## config.mk

```make
export PLATFORM = sky130hd
export DESIGN_NAME = word_unload
export DESIGN_NICKNAME = d
export VERILOG_FILES = /design/src/rtl/saber_mem_pkg.sv /design/src/rtl/word_fifo.sv /design/src/rtl/word_unload.sv
export SDC_FILE = /design/constraint.sdc
export NUM_CORES = 1
export LEC_CHECK = 0
export ABC_AREA = 1
export BUFFER_PORTS_ARGS = -buffer_cell sky130_fd_sc_hd__buf_2
export CAP_MARGIN = 20
export CORE_AREA = 2 2 160 193
export DETAILED_ROUTE_END_ITERATION = 6
export DIE_AREA = 0 0 162 195
export SLEW_MARGIN = 20
export SYNTH_ARGS = -nofsm -noshare
export SYNTH_HDL_FRONTEND = slang
export SYNTH_SLANG_ARGS = --single-unit
```

## constraint.sdc

```tcl
create_clock -name clk -period 6 [get_ports clk]
set_clock_uncertainty 0.2 [all_clocks]
set_input_delay 0.6 -clock clk [delete_from_list [all_inputs] [get_ports clk]]
set_output_delay 0.6 -clock clk [all_outputs]
set_load 0.005 [all_outputs]
```

## src/rtl/saber_mem_pkg.sv

```systemverilog
// Shared constants and types for the Saber data-memory access blocks.
package saber_mem_pkg;
  localparam int DW         = 64;
  localparam int AW         = 9;
  localparam int FIFO_DEPTH = 4;

  typedef enum logic [1:0] {
    IDLE = 2'd0,
    RUN  = 2'd1,
    DONE = 2'd2
  } unload_state_t;
endpackage

```

## src/rtl/word_fifo.sv

```systemverilog
// Small register FIFO with same-cycle push/pop; pointers and count are reset,
// storage is not.
module word_fifo
  import saber_mem_pkg::*;
#(
  parameter int DATA_W = saber_mem_pkg::DW,
  parameter int DEPTH  = saber_mem_pkg::FIFO_DEPTH
) (
  input  logic                         clk,
  input  logic                         rst_n,
  input  logic                         push_i,
  input  logic [DATA_W-1:0]            push_data_i,
  input  logic                         pop_i,
  output logic [DATA_W-1:0]            head_o,
  output logic [$clog2(DEPTH+1)-1:0]   count_o,
  output logic                         empty_o
);
  localparam int PW = $clog2(DEPTH);
  localparam int CW = $clog2(DEPTH+1);

  logic [DATA_W-1:0] mem_q [DEPTH];
  logic [PW-1:0]     wr_ptr_q, rd_ptr_q;
  logic [CW-1:0]     count_q, count_d;
  logic              pop_ok, push_ok;

  assign pop_ok  = pop_i && (count_q != '0);
  // A push into a full FIFO is only accepted when a word leaves in the same cycle.
  assign push_ok = push_i && ((count_q != CW'(DEPTH)) || pop_ok);

  always_comb begin
    count_d = count_q;
    if (push_ok && !pop_ok) count_d = count_q + CW'(1);
    else if (pop_ok && !push_ok) count_d = count_q - CW'(1);
  end

  always_ff @(posedge clk or negedge rst_n) begin
    if (!rst_n) begin
      wr_ptr_q <= '0;
      rd_ptr_q <= '0;
      count_q  <= '0;
    end else begin
      if (push_ok) wr_ptr_q <= wr_ptr_q + PW'(1);
      if (pop_ok)  rd_ptr_q <= rd_ptr_q + PW'(1);
      count_q <= count_d;
    end
  end

  always_ff @(posedge clk) begin
    if (push_ok) mem_q[wr_ptr_q] <= push_data_i;
  end

  assign head_o  = mem_q[rd_ptr_q];
  assign count_o = count_q;
  assign empty_o = (count_q == '0);
endmodule

```

## src/rtl/word_unload.sv

```systemverilog
// Drains a block of words from synchronous-read memory onto a valid/ready port,
// using a credit rule so the output FIFO can never overflow.
module word_unload
  import saber_mem_pkg::*;
#(
  parameter int DW    = saber_mem_pkg::DW,
  parameter int AW    = saber_mem_pkg::AW,
  parameter int DEPTH = saber_mem_pkg::FIFO_DEPTH
) (
  input  logic          clk,
  input  logic          rst_n,
  input  logic          start,
  input  logic [AW-1:0] base_address,
  input  logic [AW-1:0] number_words,
  output logic [AW-1:0] read_address,
  input  logic [DW-1:0] read_data,
  output logic [DW-1:0] out_data,
  output logic          out_valid,
  input  logic          out_ready,
  output logic          busy,
  output logic          done
);
  localparam int CW = $clog2(DEPTH+1);

  unload_state_t state_q, state_d;
  logic [AW-1:0] base_q, last_addr_q, issue_addr;
  logic [AW:0]   count_q, issued_q, sent_q;
  logic          pending_q;
  logic          accept, issue, pop, last_word;
  logic [CW-1:0] fifo_count;
  logic          fifo_empty;
  logic [DW-1:0] fifo_head;

  assign accept     = start && (state_q != RUN);
  assign pop        = out_valid && out_ready;
  assign last_word  = ((sent_q + (AW+1)'(1)) == count_q);
  assign issue_addr = base_q + issued_q[AW-1:0];
  // Credit counts both buffered words and the read still in flight from memory.
  assign issue      = (state_q == RUN) && (issued_q < count_q) &&
                      ((int'(fifo_count) + int'(pending_q)) < DEPTH);

  always_comb begin
    state_d = state_q;
    case (state_q)
      IDLE, DONE: if (start) state_d = RUN;
      RUN: begin
        if (count_q == '0) state_d = DONE;
        else if (pop && last_word) state_d = DONE;
      end
      default: state_d = IDLE;
    endcase
  end

  always_ff @(posedge clk or negedge rst_n) begin
    if (!rst_n) begin
      state_q     <= IDLE;
      base_q      <= '0;
      count_q     <= '0;
      issued_q    <= '0;
      sent_q      <= '0;
      pending_q   <= 1'b0;
      last_addr_q <= '0;
    end else begin
      state_q   <= state_d;
      pending_q <= issue;
      if (issue) last_addr_q <= issue_addr;
      if (accept) begin
        base_q   <= base_address;
        count_q  <= {1'b0, number_words};
        issued_q <= '0;
        sent_q   <= '0;
      end else if (state_q == RUN) begin
        if (issue) issued_q <= issued_q + (AW+1)'(1);
        if (pop)   sent_q   <= sent_q + (AW+1)'(1);
      end
    end
  end

  word_fifo #(.DATA_W(DW), .DEPTH(DEPTH)) u_fifo (
    .clk         (clk),
    .rst_n       (rst_n),
    .push_i      (pending_q),
    .push_data_i (read_data),
    .pop_i       (pop),
    .head_o      (fifo_head),
    .count_o     (fifo_count),
    .empty_o     (fifo_empty)
  );

  assign read_address = issue ? issue_addr : last_addr_q;
  assign out_valid    = !fifo_empty;
  assign out_data     = fifo_empty ? '0 : fifo_head;
  assign busy         = (state_q == RUN);
  assign done         = (state_q == DONE);
endmodule

```

==> results of run 1 <==
sequential cells by signal, summed over array words and instances, names as in the netlist:
signal	cells
u_fifo.mem_q	256
sent_q	10
u_fifo.wr_ptr_q	2
count_q	9
last_addr_q	9
u_fifo.rd_ptr_q	2
issued_q	10
base_q	9
pending_q	1
u_fifo.count_o	3
state_q	2
worst reg2reg max path, cell delays in order (launching register included):
cell	delay, ns
dfrtp_1	0.44
nor2_1	0.10
nand2_2	0.10
nand2_2	0.10
nand3_1	0.08
and2_1	0.22
inv_1	0.20
nor2_4	0.83
buf_4	0.59
power by group through the flow:
| stage | clock network, mW | registers [mW] | logic, mW |
|---|---|---|---|
| floorplan | 0 | 2.85 | 1.66 |
| global route | 2.04 | 2.89 | 2.89 |
| global placement | 0 | 2.90 | 2.56 |
| finish | 1.91 | 2.86 | 2.54 |
| detailed placement | 0 | 2.90 | 2.59 |
| CTS | 1.96 | 2.86 | 2.60 |
worst max path at each step:
stage	to	from	cells past startpoint
2_1_floorplan	u_fifo.mem_q[0][0]	out_ready	6
3_3_place_gp	out_data[9]	u_fifo.rd_ptr_q[0]	5
3_5_place_dp	out_data[4]	u_fifo.rd_ptr_q[0]	5
4_1_cts	out_data[4]	u_fifo.rd_ptr_q[0]	5
5_1_grt	read_address[0]	issued_q[3]	9
6_report	out_data[9]	u_fifo.rd_ptr_q[0]	5
cell type report:
type | count | area (sq um) | area share
Clock buffer | 44 | 905 | 0.0585
Antenna cell | 8 | 20.0 | 0.00130
Inverter | 48 | 183 | 0.0118
Tap cell | 390 | 488 | 0.0316
Clock inverter | 14 | 125 | 0.00810
Sequential cell | 313 | 9120 | 0.590
Timing Repair Buffer | 171 | 885 | 0.0572
Multi-Input combinational cell | 737 | 3730 | 0.241
cell families (layout without fill, tap and decap cells):
group / count (synthesis) / count (layout)
adders and majority gates: 25 / 25
other: 0 / 8
xor gates and xnor gates: 23 / 23
DFF: 313 / 313
buffers and inverters: 104 / 277
AOI/OAI and AO/OA: 245 / 245
and+or+nand+nor: 433 / 433
muxes: 11 / 11
Yosys cell counts (all sizes together):
cell type  number
ha             23
o21ai         144
and2            1
o211ai          3
a21oi          87
nor3            5
nand3          41
mux2           11
dfrtp          57
a32o            2
nand4           5
clkbuf         23
edfxtp        256
xor2           16
o22ai           7
nand2          85
buf            33
nand3b          6
xnor2           7
a31oi           1
fa              2
inv            48
nor2          290
a21boi          1
stage by stage:
stage / setup slack [ns] / util
6_report: 2.02 / 0.523
3_5_place_dp: 2.57 / 0.488
4_1_cts: 1.97 / 0.523
2_1_floorplan: 1.52 / -
3_3_place_gp: 2.60 / 0.488
5_1_grt: 1.76 / 0.523
metal layers:
metal / track usage / vias up
met5: 0 / -
met4: 0.0511 / 10
met3: 0.0472 / 48
met2: 0.314 / 245
met1: 0.231 / 4170
li1: - / 4323
==> metrics.csv, run 1 <==
metric,value,unit
cts-root-buf,clkbuf_16,
cap_viol_max_count,0,
holdWs,-0.0140,ns
cts_buffer_depth,3,
yosysTopAreaCell,edfxtp_1,
synth.distinct_cells,35,
layout_common_cells,"nor2_1 (281), edfxtp_1 (256), buf_2 (161)",
placementRows,69,
area_delta_synth_final,16.7,%
violations,hold timing,
synth_top_family_by_area,simple AND/OR/NAND/NOR gates,
tns,0,ns
layout_min_cycle_time,3.98,ns
hold_class,primary input to async pin,
cp.required,5.20,ns
layout_worst_path_cycle_share,0.663,
clock_power_share,0.262,
wl_met1,12200,um
first_pass_iters,5,
path_clk_slew,0.06,ns
dieWidth,162,um
synth_nets,1265,
status,finished with violations,
reg2reg_to,u_fifo.mem_q[2][18],
critPathMaxFanout,70,
synth-xor-area-share,0.0152,
cp_slowest_stage_delay,0.69,ns
wl_per_cell,16.9,um
placed_area,14400,sq um
cp_cell_sequence,inv_2 -> buf_4 -> o21ai_0 -> a21oi_1 -> buf_2,
dr.first_iter.drc_count,569,
fillers,2658,
coreArea,29500,sq um
hold_viol_final,5,
seqPwrFrac,0.391,
p_leak,5.89,nW
grt_pass1_vias,8805,
internal_power,4.74,mW
routed_wl,29200,um
finalSetupViolCount,0,
p_comb_frac,0.347,
syn_inst,1154,
met2WireLength,14200,um
synthTopCellsByArea,"edfxtp_1 (58%), dfrtp_1 (11%), nor2_1 (8.1%)",
syn_area,13200,sq um
grt_overflow,0,
ff2ff_path_depth,8,
hpwlAfterDp,17200,um
setup.worst_path.start_class,flop,
routed-wl-met3,2130,um
fmax,251,MHz
synth-seq-cells,313,
placedCellCount,1659,
tritoncts,built,
tightest_slew,1.05,ns
grt_antenna_before_repair,12,
synth_adder_area_share,0.0248,
ctsHtreeMaxLevel,1,
die_y,195,um
cts_buffers,31,
rrSetupSlack,2.76,ns
ios,162,
grt_max_degree,105,
grt_pass1_wl,46100,um
critPathArrivalTime,3.18,ns
rsz0062_at_grt,no,
final_common_cell,nor2_1,
ir_worst_vdd,0.318,mV
final_antenna_net_count,0,
crit_type,flop to primary output,
reg2reg_from,u_fifo.count_o[0],
clock_sinks,313,
synth-simple-area-share,0.135,
drc_errors,0,
die_area,31600,sq um
io_buffers,161,
grt_usage,0.183,
synth_compound_area_frac,0.0949,
power.total,7.31,mW
critical_path.slowest_cell,inv_2,
post-cts-setup-buffer-count,0,
fin_cells,1725,
critical_path_buf_inv_count,3,
path_delay_family,buffers and inverters,
vias,8796,
synth_warnings,0,
slew_viol_final,0,
endpoint_kind,primary output,
synth_top_area_share,0.580,
switchingPower,2.58,mW
vias_per_cell,5.10,
initial_core_util,0.449,
ys_seq_area_frac,0.688,
clock_latency,0.55,ns
cts_hold_buffers,0,
drive_gt1_frac,0.194,
slew_headroom,0.301,
fin_nets,1413,
stdcell_area,15500,sq um
avgSynthCellArea,11.5,sq um
cts-resized-gates,0,
highest_layer,met5,
gp_congestion,0.795,
muxShareOfSynthArea,0.00935,
power_density,473,nW/um^2
sw_frac_of_total,0.352,
Power figures use the tool's default switching activity.
==> run 2: changes to the inputs <==
- PLACE_DENSITY: default -> 0.66
- clock period: 6 -> 3.45 ns (I/O delays scaled with it)
==> metrics.csv, run 2 (synthesized netlist as in run 1, its figures left out) <==
metric,value,unit,change
power_density,773,nW/um^2,was 473 nW/um^2
clock_sinks,313,,unchanged
cp_cell_sequence,ha_1 -> a21oi_1 -> o21ai_0 -> a21oi_1 -> nand4_4 -> buf_4 -> o21ai_1 -> buf_2,,was inv_2 -> buf_4 -> o21ai_0 -> a21oi_1 -> buf_2
routed-wl-met3,1830,um,was 2130 um
coreArea,29500,sq um,unchanged
vias,9290,,"was 8,796"
initial_core_util,0.449,,unchanged
setup.worst_path.start_class,flop,,unchanged
p_leak,6.23,nW,was 5.89 nW
first_pass_iters,5,,unchanged
cpMostUsedCell,a21oi_1,,
rsz0062_at_grt,no,,unchanged
wl_per_cell,16.4,um,was 16.9 um
cts_buffer_depth,3,,unchanged
hold_class,primary input to flop,,was primary input to async pin
num_antenna_cells,0,,was 8
critPathMaxFanout,15,,was 70
cts-root-buf,clkbuf_16,,unchanged
clock_latency,0.55,ns,about the same
multi_input_area,3740,sq um,was 3730 sq um
wl_met1,12000,um,"was 12,200 um"
vias_per_cell,5.16,,was 5.10
highest_layer,met4,,was met5
grt_antenna_before_repair,0,,was 12
met2WireLength,15200,um,"was 14,200 um"
ir_worst_vdd,0.545,mV,was 0.318 mV
cap_viol_max_count,0,,unchanged
die_area,31600,sq um,unchanged
die_y,195,um,unchanged
fillers,2451,,"was 2,658"
path_delay_family,compound AO/OA/AOI/OAI gates,,was buffers and inverters
tritoncts,built,,unchanged
tightest_slew,0.817,ns,was 1.05 ns
holdWs,0.0819,ns,was -0.0140 ns
io_buffers,161,,unchanged
top_register,u_fifo.mem_q,,unchanged
layout_common_cells,"nor2_1 (281), edfxtp_1 (256), buf_2 (161)",,unchanged
gp_congestion,0.854,,was 0.795
placementRows,69,,unchanged
critPathArrivalTime,2.62,ns,was 3.18 ns
dieWidth,162,um,unchanged
ctsHtreeMaxLevel,1,,unchanged
largest_register_ffs,256,,unchanged
reg.largest.list,"u_fifo.mem_q x256, issued_q x10, sent_q x10",,unchanged
endpoint_kind,primary output,,unchanged
fmax,316,MHz,
cts_buffers,30,,was 31
status,finished clean,,was finished with violations
grt_pass1_vias,9015,,"was 8,805"
grt_max_degree,88,,was 105
crit_type,flop to primary output,,unchanged
post-cts-setup-buffer-count,0,,unchanged
critical_path.slowest_cell,dfrtp_1,,was inv_2
slew_viol_final,0,,unchanged
final_antenna_net_count,0,,unchanged
fin_nets,1504,,"was 1,413"
hold_viol_final,0,,was 5
cp_slowest_stage_delay,0.46,ns,was 0.69 ns
grt_usage,0.185,,was 0.183
routed_wl,29600,um,"was 29,200 um"
drive_gt1_frac,0.183,,was 0.194
final_common_cell,nor2_1,,unchanged
seq_area,9120,sq um,unchanged
ios,162,,unchanged
slew_headroom,0.455,,was 0.301
finalSetupViolCount,0,,unchanged
grt_pass1_wl,46600,um,"was 46,100 um"
final_util,0.552,,was 0.523
path_clk_slew,0.06,ns,about the same
area_delta_synth_final,23.1,%,was 16.7%
critical_path_buf_inv_count,2,,was 3
grt_overflow,0,,unchanged
layout_worst_path_cycle_share,0.917,,
dr.first_iter.drc_count,638,,was 569
layout_min_cycle_time,3.16,ns,
hpwlAfterDp,17600,um,"was 17,200 um"
cp.required,2.90,ns,was 5.20 ns
drc_errors,0,,unchanged
==> run 2: cell count changes in the layout (fill, tap and decap cells not counted), sizes merged <==
cell | previous run | this run
buf | 171 | 179
diode | 8 | 0
clkinvlp | 2 | 4
clkinv | 8 | 9
dlygate4sd3 | 0 | 84
bufinv | 2 | 1
clkbuf | 44 | 36
inv | 50 | 47
==> run 2: power by group <==
part           total, mW  switching [mW]  internal, mW
logic               4.56            2.80          1.76
registers           5.05           0.375          4.68
clock network       3.00            1.30          1.70
==> run 2: layer usage <==
layer,vias up,track usage
met5,-,0
met3,48,0.0297
li1,4498,-
met4,0,0.0531
met2,256,0.340
met1,4488,0.222
==> run 2: cell type report <==
class                      instances  share of cell area
sequential                       313               0.559
multi-input combinational        737               0.229
timing repair buffer             263               0.115
clock buffer                      36              0.0487
tap                              390              0.0299
inverter                          48              0.0113
clock inverter                    13             0.00606
==> run 2: worst paths after layout <==
check	cells past startpoint	start	to	slack (ns)
setup / recovery	8	issued_q[3]	read_address[2]	0.29
hold / removal	4	out_ready	u_fifo.rd_ptr_q[0]	0.08
setup reg to reg	9	u_fifo.count_o[0]	u_fifo.count_o[1]	0.96
hold reg to reg	2	last_addr_q[0]	last_addr_q[0]	0.28
max in group asynchronous	3	rst_n	last_addr_q[7]	2.10
min in group asynchronous	2	rst_n	issued_q[3]	0.23
==> run 2: stage by stage <==
step | instance area, sq um | total power, mW | TNS [ns] | worst slack (ns) | instances
floorplan | 13200 | 7.84 | -260.59 | -1.02 | 1154
global placement | 14600 | 9.59 | 0 | 0.767 | 1667
detailed placement | 14600 | 9.65 | 0 | 0.752 | 1667
CTS | 16300 | 12.8 | 0 | 0.154 | 1800
global route | 16300 | 13.5 | 0 | 0.0424 | 1800
finish | 16300 | 12.6 | 0 | 0.286 | 1800
==> run 2: repair_timing <==
item | CTS | global route
resized for setup | 0 | 1
setup endpoints to repair | 0 | 4
hold buffers | 84 | 0
hold endpoints to repair | 308 | 0
==> run 2: worst register-to-register path: stages, from the launching register on <==
cell and delay, ns:
dfrtp_1 0.44, nor2_1 0.19, nand2_2 0.11, nand2_2 0.15, nand3_1 0.08, and2_1 0.19
ha_1 0.21, inv_1 0.10, fa_1 0.43, mux2_2 0.27
==> run 3: changes to the inputs <==
- CELL_PAD_IN_SITES_DETAIL_PLACEMENT: default -> 0
- CELL_PAD_IN_SITES_GLOBAL_PLACEMENT: default -> 1
- PLACE_DENSITY: 0.66 -> default
- PLACE_DENSITY_LB_ADDON: default -> 0.1
- clock period: 3.45 -> 3.27 ns (I/O delays scaled with it)
==> metrics.csv, run 3 (synthesized netlist as in run 1, its figures left out) <==
metric,value,unit,change
clock_sinks,313,,unchanged
placementRows,69,,unchanged
post-cts-setup-buffer-count,0,,unchanged
coreArea,29500,sq um,unchanged
layout_common_cells,"nor2_1 (281), edfxtp_1 (256), buf_2 (161)",,unchanged
power.total,13.8,mW,was 12.6 mW
slew_headroom,0.389,,was 0.455
top_register,u_fifo.mem_q,,unchanged
dr.first_iter.drc_count,458,,was 638
layout_min_cycle_time,3.09,ns,
stdcell_area,16500,sq um,"was 16,300 sq um"
grt_antenna_before_repair,1,,was 0
first_pass_iters,4,,was 5
tritoncts,built,,unchanged
critPathArrivalTime,2.56,ns,was 2.62 ns
final_antenna_net_count,0,,unchanged
io_buffers,161,,unchanged
fillers,2585,,"was 2,451"
rrSetupSlack,0.80,ns,was 0.96 ns
vias_per_cell,5.00,,was 5.16
endpoint_kind,primary output,,unchanged
reg.largest.list,"u_fifo.mem_q x256, issued_q x10, sent_q x10",,unchanged
grt_pass1_wl,48800,um,"was 46,600 um"
critical_path.startpoint,issued_q[0],,was issued_q[3]
clock_latency,0.56,ns,was 0.55 ns
power_density,837,nW/um^2,was 773 nW/um^2
dieWidth,162,um,unchanged
fin_cells,1811,,"was 1,800"
drive_gt1_frac,0.191,,was 0.183
grt_pass1_vias,9285,,"was 9,015"
reg2reg_from,u_fifo.count_o[0],,unchanged
critPathMaxFanout,7,,was 15
ir_worst_vdd,0.547,mV,was 0.545 mV
largest_register_ffs,256,,unchanged
hpwlAfterDp,18100,um,"was 17,600 um"
num_antenna_cells,0,,unchanged
initial_core_util,0.449,,unchanged
hold_class,primary input to async pin,,was primary input to flop
die_area,31600,sq um,unchanged
area_delta_synth_final,24.5,%,was 23.1%
cts-root-buf,clkbuf_16,,unchanged
hold_viol_final,0,,unchanged
vias,9055,,"was 9,290"
rsz0062_at_grt,no,,unchanged
grt_max_degree,130,,was 88
tightest_slew,0.917,ns,was 0.817 ns
grt_usage,0.195,,was 0.185
fin_nets,1507,,"was 1,504"
cap_viol_max_count,0,,unchanged
cts_buffer_depth,3,,unchanged
crit_type,flop to primary output,,unchanged
cp.required,2.74,ns,was 2.90 ns
ctsHtreeMaxLevel,1,,unchanged
p_leak,6.34,nW,was 6.23 nW
fmax,324,MHz,
final_common_cell,nor2_1,,unchanged
final_util,0.558,,was 0.552
drc_errors,0,,unchanged
grt_overflow,0,,unchanged
ios,162,,unchanged
status,finished clean,,unchanged
slew_viol_final,0,,unchanged
die_y,195,um,unchanged
path_clk_slew,0.06,ns,about the same
placedCellCount,1668,,"was 1,667"
placed_area,14600,sq um,about the same
gp_congestion,0.796,,was 0.854
layout_worst_path_cycle_share,0.945,,
routed_wl,30900,um,"was 29,600 um"
finalSetupViolCount,0,,unchanged
setup.worst_path.start_class,flop,,unchanged
wl_per_cell,17.1,um,was 16.4 um
cts_buffers,31,,was 30
-- run 3: worst max-delay path: stages, from the launching register on --
cell	delay, ns
dfrtp_2	0.45
ha_1	0.23
fa_1	0.40
nand3_1	0.09
nand2_1	0.10
a21oi_1	0.13
o21ai_0	0.10
xor2_1	0.15
o21ai_0	0.20
buf_2	0.15
-- run 3: metrics by stage --
stage / setup TNS, ns / hold WS [ns] / setup WS, ns
2_1_floorplan: -39.70 / -0.169 / -0.155
3_3_place_gp: 0 / 0.218 / 0.760
3_5_place_dp: 0 / 0.221 / 0.678
4_1_cts: 0 / 0.151 / 0.0567
5_1_grt: 0 / 0.186 / 0.000749
6_report: 0 / 0.147 / 0.180
-- run 3: path summary, 6_finish.rpt --
path	end	depth (start not counted)
worst max-delay path	read_address[6]	9
worst min-delay path	base_q[5]	2
worst max register to register	u_fifo.count_o[1]	9
worst min register to register	last_addr_q[0]	2
max in group asynchronous	count_q[6]	3
min in group clk	last_addr_q[0]	2
-- run 3: timing repair --
item | in CTS | in global routing
endpoints found under the setup margin | 0 | 8
endpoints found under the hold margin | 304 | 0
hold buffers | 85 | 0
gates resized for setup | 0 | 4
-- run 3: area by class of cell --
type	count	area, sq um	area share
Sequential cell	313	9120	0.553
Tap cell	390	488	0.0296
Clock inverter	14	140	0.00850
Clock buffer	44	928	0.0563
Inverter	48	183	0.0111
Timing Repair Buffer	265	1890	0.115
Multi-Input combinational cell	737	3730	0.227
-- run 3: metal layers --
metal	GRT usage	wire length [um]	up-vias
met5	0	7	-
met2	0.362	16300	191
met4	0.0488	547	2
met1	0.238	12700	4305
met3	0.0280	1310	42
li1	-	-	4515
-- run 3: report_power, final --
part	total (mW)	internal (mW)	switching [mW]
Combinational	4.98	1.87	3.10
Sequential	5.21	4.94	0.265
Clock	3.62	2.14	1.48
Total	13.8	8.96	4.85
